File: src/rtl/datapath_ctrl_fsm.sv
// datapath_ctrl_fsm: multi-cycle controller for a CR16A-style regfile/ALU datapath.
// It accepts one instruction at a time, decodes R-type and I-type formats, and
// sequences the instruction through DECODE, EXEC and WRITEBACK. It also shares
// the single regfile write port with external inData loads, which take priority.
// Optional feature macro: PSR_FLAGS_EN (load psr from flags_in at the end of EXEC).
module datapath_ctrl_fsm #(
    parameter int         DATA_W   = 16,
    parameter int         NUM_REGS = 16,
    parameter logic [3:0] CMP_OP   = 4'b1011
) (
    input  logic                clk,
    input  logic                reset,
    input  logic                instr_valid,
    input  logic [15:0]         instr,
    output logic                instr_ready,
    input  logic                ext_valid,
    input  logic [3:0]          ext_addr,
    output logic                ext_ready,
    output logic [3:0]          raddrA,
    output logic [3:0]          raddrB,
    output logic [NUM_REGS-1:0] reg_en,
    output logic [1:0]          wb_sel,
    output logic [1:0]          imm_sel,
    output logic [DATA_W-1:0]   imm,
    output logic [3:0]          alu_op,
    input  logic [4:0]          flags_in,
    output logic [4:0]          psr,
    output logic                busy,
    output logic                done
);

    typedef enum logic [2:0] {
        S_IDLE,
        S_LOAD,
        S_DECODE,
        S_EXEC,
        S_WRITEBACK
    } state_t;

    state_t      r_state;
    state_t      w_next;
    logic [15:0] r_instr_q;
    logic [3:0]  r_ext_addr_q;

    logic                w_rtype;
    logic                w_nop;
    logic                w_no_wb;
    logic [3:0]          w_alu_op;
    logic [3:0]          w_rsrc;
    logic [3:0]          w_rdest;
    logic [DATA_W-1:0]   w_imm_ext;
    logic [NUM_REGS-1:0] w_rdest_onehot;
    logic [NUM_REGS-1:0] w_ext_onehot;

    // Field decode of the held instruction word.
    assign w_rtype        = (r_instr_q[15:12] == 4'h0);
    assign w_nop          = (r_instr_q == 16'h0000);
    assign w_alu_op       = w_rtype ? r_instr_q[7:4] : r_instr_q[15:12];
    assign w_rsrc         = w_rtype ? r_instr_q[3:0] : 4'h0;
    assign w_rdest        = r_instr_q[11:8];
    assign w_imm_ext      = {{(DATA_W-8){r_instr_q[7]}}, r_instr_q[7:0]};
    assign w_no_wb        = w_nop || (w_alu_op == CMP_OP);
    assign w_rdest_onehot = NUM_REGS'(1) << w_rdest;
    assign w_ext_onehot   = NUM_REGS'(1) << r_ext_addr_q;

    // State register plus capture of the accepted instruction / load address.
    always_ff @(posedge clk) begin
        if (reset) begin
            r_state      <= S_IDLE;
            r_instr_q    <= '0;
            r_ext_addr_q <= '0;
        end else begin
            r_state <= w_next;
            if (r_state == S_IDLE) begin
                if (ext_valid) begin
                    r_ext_addr_q <= ext_addr;
                end else if (instr_valid) begin
                    r_instr_q <= instr;
                end
            end
        end
    end

`ifdef PSR_FLAGS_EN
    logic [4:0] r_psr;

    // Status flags: captured from the ALU at the end of EXEC, NOP excluded.
    always_ff @(posedge clk) begin
        if (reset) begin
            r_psr <= '0;
        end else if ((r_state == S_EXEC) && !w_nop) begin
            r_psr <= flags_in;
        end
    end

    assign psr = reset ? 5'b0 : r_psr;
`else
    logic w_flags_unused;
    assign w_flags_unused = ^flags_in;
    assign psr            = '0;
`endif

    // Next-state and control outputs; everything is forced low during reset.
    always_comb begin
        w_next      = r_state;
        instr_ready = 1'b0;
        ext_ready   = 1'b0;
        raddrA      = '0;
        raddrB      = '0;
        reg_en      = '0;
        wb_sel      = 2'b00;
        imm_sel     = 2'b00;
        imm         = '0;
        alu_op      = '0;
        busy        = 1'b0;
        done        = 1'b0;

        if (!reset) begin
            busy = (r_state != S_IDLE);

            if ((r_state == S_DECODE) || (r_state == S_EXEC) || (r_state == S_WRITEBACK)) begin
                raddrA  = w_rdest;
                raddrB  = w_rsrc;
                alu_op  = w_alu_op;
                imm_sel = w_rtype ? 2'b01 : 2'b10;
                imm     = w_rtype ? '0 : w_imm_ext;
            end

            case (r_state)
                S_IDLE: begin
                    ext_ready   = ext_valid;
                    instr_ready = ~ext_valid;
                    if (ext_valid) begin
                        w_next = S_LOAD;
                    end else if (instr_valid) begin
                        w_next = S_DECODE;
                    end
                end
                S_LOAD: begin
                    wb_sel = 2'b01;
                    reg_en = w_ext_onehot;
                    w_next = S_IDLE;
                end
                S_DECODE: begin
                    w_next = S_EXEC;
                end
                S_EXEC: begin
                    w_next = S_WRITEBACK;
                end
                S_WRITEBACK: begin
                    done = 1'b1;
                    if (!w_no_wb) begin
                        wb_sel = 2'b10;
                        reg_en = w_rdest_onehot;
                    end
                    w_next = S_IDLE;
                end
                default: begin
                    w_next = S_IDLE;
                end
            endcase
        end
    end

endmodule

File: config.mk
export PLATFORM = sky130hd
export DESIGN_NAME = datapath_ctrl_fsm
export DESIGN_NICKNAME = d
export VERILOG_FILES = /design/src/rtl/datapath_ctrl_fsm.sv
export SDC_FILE = /design/constraint.sdc
export NUM_CORES = 1
export LEC_CHECK = 0
export CORE_MARGIN = 3
export CORE_UTILIZATION = 42
export DETAILED_ROUTE_END_ITERATION = 12
export PLACE_DENSITY_LB_ADDON = 0.08
export SLEW_MARGIN = 0
export SYNTH_ARGS = -nofsm -noshare
export SYNTH_HDL_FRONTEND = slang
export SYNTH_SLANG_ARGS = --single-unit
File: constraint.sdc
create_clock -name clk -period 6.4 [get_ports clk]
set_input_delay 1.28 -clock clk [delete_from_list [all_inputs] [get_ports clk]]
set_output_delay 1.28 -clock clk [all_outputs]
set_load 0.02 [all_outputs]
==> results.py, run 1 <==
metrics = {
    "finish": {
        "area_growth_pct": 45.4,
        "fillerInstances": 342,
        "nNetsFinal": 292,
        "seq_area_sq_um": 460,
        "multi_input_area_sq_um": 968,
        "drive_above_1_share_pct": 6.49,
        "diodes": 0,
        "post-route-util_pct": 66.3,
    },
    "floorplan": {
        "fp.dieH_microns": 67.4,
        "start_util_pct": 45.6,
        "core_sq_mm": 0.00347,
        "row_count": 21,
        "ios": 86,
        "die-area_sq_mm": 0.00454,
        "die_w_microns": 67.4,
    },
    "drt": {
        "wirelength_mm": 4.12,
        "drtIter0Drc": 106,
        "wl_per_cell_microns": 13.4,
        "drc": 0,
        "postRouteAntennaNets": 0,
        "dr.pass1.iters": 4,
        "via_per_inst": 5.28,
        "routed-via-count": 1627,
    },
    "cts": {
        "clock_sinks": 23,
        "numCtsBuffers": 3,
        "hold_buffers": 0,
        "h-tree-depth": 1,
        "clk_latency_ns": 0.26,
        "tritoncts": "yes",
        "post_cts_buffers": 0,
        "clock_path_buffers": 2,
        "clk_pin_slew_worst_paths_ns": 0.08,
        "post_cts_resized": 0,
        "clock_tree.root_cell": "clkbuf_8",
    },
    "pwr": {
        "comb_power_share_pct": 21.5,
        "internal_power_uw": 230,
        "power.density_mw_per_mm2": 140,
        "ir_drop_v": 0.000111,
        "power_uw": 321,
        "sw_frac_of_total_pct": 28.4,
        "power_leakage_uw": 0.000759,
        "p_sw_uw": 91.4,
        "power.share.sequential_pct": 50.5,
        "pwr-share-clk_pct": 28.0,
    },
    "logic_synthesis": {
        "synth_area_sq_mm": 0.00158,
        "synth_top_flop_cell": "dfxtp_1",
        "async_reset_ff_share_pct": 0,
        "ys_ff_latch": 23,
        "avgSynthCellArea_sq_um": 7.68,
        "synth_seq_area_share_pct": 29.1,
        "yosys_warnings": 0,
        "synth_edf_count": 0,
        "yosysUniqueCellTypes": 36,
        "synthCells": 206,
    },
    "run": {
        "maxCapViolCount": 0,
    },
    "global_route": {
        "grt_max_degree": 24,
        "grt_usage_pct": 19.2,
        "grt_pass1_wl_mm": 6.90,
        "antenna_found_initial": 0,
        "grt_overflow_total": 0,
        "grt_pass1_vias": 1456,
    },
    "setup_path": {
        "cp-end-kind": "output port",
        "worstSetupPathType": "primary input to output port",
        "worstPathMaxFanout": 23,
        "startpoint_type": "primary input",
        "critical_path_required_ns": 5.12,
        "r2r_setup_slack_ns": 4.67,
        "cp_data_arrival_time_ns": 3.76,
        "r2r_cells": 4,
    },
    "sta": {
        "hold_viol_final": 0,
        "clock.fmax_mhz": 198,
        "setup_tns_ns": 0,
        "period_minus_slack_ns": 5.04,
        "slew_headroom_pct": 37.6,
        "setup_viol": 0,
        "period_share_pct": 78.7,
        "tightest_slew_ns": 0.930,
        "finClkSkew_ns": 0.00313,
        "drv_slew": 0,
        "rsz0062_at_grt": "no",
    },
    "place": {
        "portBuffers": 75,
        "place_congestion": 0.852,
        "dp_hpwl_mm": 3.19,
    },
    "min_path": {
        "hold_depth": 2,
        "hold_path_class": "register to register",
    },
    "run_status": {
        "run_status": "finished clean",
    },
}
[cells in the mapped netlist (5+ instances only)]
| cell type | n | area share (%) |
|---|---|---|
| or2_2 | 6 | 2.4 |
| a21oi_1 | 17 | 5.4 |
| buf_4 | 15 | 7.1 |
| nor4_1 | 6 | 2.4 |
| and2_1 | 15 | 5.9 |
| nand2_1 | 34 | 8.1 |
| nand3b_1 | 6 | 2.8 |
| nor4b_1 | 5 | 2.8 |
| nor2_1 | 8 | 1.9 |
| o21a_1 | 6 | 2.8 |
| clkbuf_1 | 10 | 2.4 |
| dfxtp_1 | 23 | 29 |
| o31ai_1 | 5 | 2.4 |
| o32ai_1 | 10 | 5.5 |
[area by class of cell]
class | count | area share (%)
flip-flops and latches | 23 | 20.0
multi-input cells | 158 | 42.1
clock inverters | 1 | 0.326
repair buffers | 77 | 33.3
well taps | 46 | 2.50
clock buffers | 3 | 1.79
[metrics by stage]
stage / cell area (sq um) / setup slack [ns] / hold WS [ns] / std cells
CTS: 2300 / 1.35 / 0.491 / 308
finish: 2300 / 1.36 / 0.489 / 308
detailed placement: 2250 / 1.35 / 0.477 / 304
global placement: 2250 / 1.39 / 0.472 / 304
global route: 2300 / 1.15 / 0.518 / 308
floorplan: 1600 / 2.51 / 0.453 / 210
[critical path: stages]
cell and delay (ns):
clkdlybuf4s50_1 0.58, buf_4 0.31, nor3_1 0.32, nand3b_1 0.23, o32ai_1 0.36, clkdlybuf4s50_1 0.66
[per-layer routing]
| metal | global-route usage (%) | wire (microns) |
|---|---|---|
| met3 | 3.49 | 282 |
| met5 | 0 | 0 |
| met4 | 3.04 | 19 |
| met1 | 26.7 | 1910 |
| met2 | 31.3 | 1910 |
[worst paths after layout]
| kind | from | endpoint |
|---|---|---|
| worst max-delay path | reset | reg_en[4] |
| worst min-delay path | r_instr_q[0]$_SDFFE_PP0P_ | r_instr_q[0]$_SDFFE_PP0P_ |
| worst max register to register | r_state[1]$_SDFFE_PP0P_ | r_instr_q[8]$_SDFFE_PP0P_ |
| worst min register to register | r_instr_q[0]$_SDFFE_PP0P_ | r_instr_q[0]$_SDFFE_PP0P_ |
[sequential cells by signal, indices dropped and copies added (netlist names)]
signal	cells
r_ext_addr_q	4
r_state	3
r_instr_q	16
[placed cells by master, fill, tap and decap left out, types with 6 or more instances in the layout]
cell type         n
dfxtp_1          23
a21oi_1          17
o32ai_1          10
nand3b_1          6
nand2_1          34
nor2_1            8
clkdlybuf4s50_1  75
and2_1           15
or2_2             6
o21a_1            6
nor4_1            6
[cell families after synthesis]
kind of cell	count (synthesis)	synth area share (%)
mux	4	2.53
buf+inv	29	10.7
other cells	1	0.237
compound gates	40	17.4
simple gates	108	39.5
flops	23	29.1
xor+xnor	1	0.553
[power groups by stage]
| stage | Clock [uW] | Combinational [uW] | Sequential (uW) |
|---|---|---|---|
| final | 89.8 | 69.2 | 162 |
| after global routing | 102 | 76.9 | 164 |
| after CTS | 93.3 | 69.8 | 162 |
| after detailed placement | 0 | 69.5 | 165 |
| after global placement | 0 | 69.3 | 165 |
| after floorplan | 0 | 49.0 | 159 |
Power figures use the tool's default switching activity.
==> run 2: changes to the inputs <==
--- a/config.mk
+++ b/config.mk
@@ -6,7 +6,7 @@
 export NUM_CORES = 1
 export LEC_CHECK = 0
 export CORE_MARGIN = 3
-export CORE_UTILIZATION = 42
+export CORE_UTILIZATION = 39
 export DETAILED_ROUTE_END_ITERATION = 12
 export PLACE_DENSITY_LB_ADDON = 0.08
 export SLEW_MARGIN = 0
==> constraint.sdc (replaced) <==
create_clock -name clk -period 4.7 [get_ports clk]
set_input_delay 0.94 -clock clk [delete_from_list [all_inputs] [get_ports clk]]
set_output_delay 0.94 -clock clk [all_outputs]
set_load 0.02 [all_outputs]
==> run 2 against run 1 <==
Clock skew is essentially flat. Global-route usage down 1.6 points. Routed wire length is 2.9% higher. Hold slack worse by 0.0042 ns. Critical path type unchanged. Highest routed layer unchanged.
==> results.py, run 2 (same netlist as run 1, synthesis figures left out) <==
metrics = {
    "setup_path": {
        "startpoint_type": "primary input",
        "cp_top_family": "buffers and inverters",
        "path_common_cell": "clkdlybuf4s50_1",
        "cp_data_arrival_time_ns": 3.23,
        "r2r_end": "r_instr_q[14]$_SDFFE_PP0P_",
        "crit_start": "reset",
        "r2r_cells": 4,
        "critPathSlowestCell": "clkdlybuf4s50_1",
        "crit_chain": "clkdlybuf4s50_1 -> buf_4 -> nor3_1 -> nand3_1 -> o32ai_1 -> clkdlybuf4s50_1",
        "critical_path_required_ns": 3.76,
        "path_buf_inv": 3,
        "cp-end-kind": "output port",
        "critical_path.endpoint": "reg_en[6]",
        "path_depth": 6,
        "r2r-start": "r_state[1]$_SDFFE_PP0P_",
        "worstPathMaxFanout": 30,
        "r2r_setup_slack_ns": 3.01,
        "worstSetupPathType": "primary input to output port",
        "slowest_delay_ns": 0.66,
    },
    "cts": {
        "hold_buffers": 0,
        "clock_sinks": 23,
        "post_cts_buffers": 0,
        "clk_latency_ns": 0.26,
        "clk_pin_slew_worst_paths_ns": 0.08,
        "tritoncts": "yes",
        "numCtsBuffers": 3,
        "post_cts_resized": 0,
        "clock_path_buffers": 2,
        "h-tree-depth": 1,
        "clock_tree.root_cell": "clkbuf_8",
    },
    "place": {
        "place_congestion": 0.863,
        "dp_hpwl_mm": 3.25,
        "placedCellCount": 307,
        "portBuffers": 75,
    },
    "finish": {
        "area_growth_pct": 46.0,
        "fillerInstances": 371,
        "post-route-util_pct": 60.8,
        "seq_area_sq_um": 460,
        "final_common_cell": "clkdlybuf4s50_1",
        "mostFrequentLayoutCells": "clkdlybuf4s50_1, nand2_1, dfxtp_1, a21oi_1, and2_1",
        "layout.cells.non_filler": 311,
        "drive_above_1_share_pct": 6.84,
        "nNetsFinal": 293,
        "top_register": "r_instr_q",
        "reg.largest.list": "r_instr_q (16), r_ext_addr_q (4), r_state (3)",
        "diodes": 0,
        "largest_reg_flops": 16,
        "multi_input_area_sq_um": 968,
    },
    "drt": {
        "dr.pass1.iters": 4,
        "drtIter0Drc": 70,
        "drc": 0,
        "routed-via-count": 1614,
        "wl_per_cell_microns": 13.6,
        "postRouteAntennaNets": 0,
        "wirelength_mm": 4.24,
        "via_per_inst": 5.19,
    },
    "run": {
        "maxCapViolCount": 0,
    },
    "floorplan": {
        "core_sq_mm": 0.00380,
        "ios": 86,
        "die_w_microns": 69.7,
        "die-area_sq_mm": 0.00486,
        "row_count": 22,
        "start_util_pct": 41.7,
        "fp.dieH_microns": 69.7,
    },
    "pwr": {
        "pwr-share-clk_pct": 28.4,
        "power.density_mw_per_mm2": 191,
        "sw_frac_of_total_pct": 29.0,
        "comb_power_share_pct": 21.5,
        "power_leakage_uw": 0.000765,
        "ir_drop_v": 0.000147,
        "power.share.sequential_pct": 50.1,
        "internal_power_uw": 313,
        "p_sw_uw": 128,
    },
    "global_route": {
        "grt_pass1_vias": 1486,
        "grt_max_degree": 31,
        "grt_overflow_total": 0,
        "grt_pass1_wl_mm": 7.14,
        "grt_usage_pct": 17.5,
        "antenna_found_initial": 0,
    },
    "sta": {
        "drv_slew": 0,
        "setup_viol": 0,
        "slew_headroom_pct": 38.6,
        "rsz0062_at_grt": "no",
        "period_minus_slack_ns": 4.17,
        "tightest_slew_ns": 0.915,
        "hold_ws_ns": 0.485,
        "clock.fmax_mhz": 240,
        "finClkSkew_ns": 0.00358,
        "setup_tns_ns": 0,
        "period_share_pct": 88.7,
        "hold_viol_final": 0,
    },
    "run_status": {
        "run_status": "finished clean",
    },
    "min_path": {
        "hp-start": "r_instr_q[2]$_SDFFE_PP0P_",
        "hold_path_class": "register to register",
    },
}
-- run 2: changes by cell type in the layout (fill, tap and decap cells not counted), sizes merged --
cell / change
buf: +1
-- run 2: layout make-up --
type	instances	share of cell area, %
multi-input combinational	158	41.9
clock buffer	3	1.79
sequential	23	19.9
clock inverter	1	0.325
tap	48	2.60
timing repair buffer	78	33.5
-- run 2: power by group through the flow --
stage	Clock [uW]	Combinational [uW]	Sequential [uW]
global route	137	105	224
floorplan	0	66.8	216
finish	125	94.7	221
global placement	0	94.7	225
detailed placement	0	95.3	225
CTS	129	95.5	221
-- run 2: metal layers --
| metal | wire [microns] | up-vias | global-route usage, % |
|---|---|---|---|
| met2 | 1970 | 44 | 29.0 |
| met4 | 24 | 0 | 3.19 |
| met3 | 218 | 2 | 3.62 |
| li1 | - | 828 | - |
| met1 | 2030 | 740 | 23.7 |
| met5 | 0 | - | 0 |
-- run 2: tightest hold or removal path: stages, from the launching register on --
cell     delay, ns
dfxtp_1       0.33
nand2_1       0.06
a21oi_1       0.05
-- run 2: through the flow --
stage               power [uW]  worst slack [ns]  instance area, sq um
CTS                        446             0.545                  2310
global route               466             0.284                  2310
detailed placement         321             0.543                  2260
floorplan                  283              1.49                  1600
finish                     441             0.529                  2310
global placement           320             0.549                  2260
-- run 2: worst min-delay path by stage --
stage / cells after the start / endpoint / slack [ns]
2_1_floorplan: 2 / r_instr_q[5]$_SDFFE_PP0P_ / 0.45
3_3_place_gp: 2 / r_instr_q[2]$_SDFFE_PP0P_ / 0.47
3_5_place_dp: 2 / r_instr_q[2]$_SDFFE_PP0P_ / 0.48
4_1_cts: 2 / r_instr_q[2]$_SDFFE_PP0P_ / 0.49
5_1_grt: 2 / r_instr_q[2]$_SDFFE_PP0P_ / 0.53
6_report: 2 / r_instr_q[2]$_SDFFE_PP0P_ / 0.49
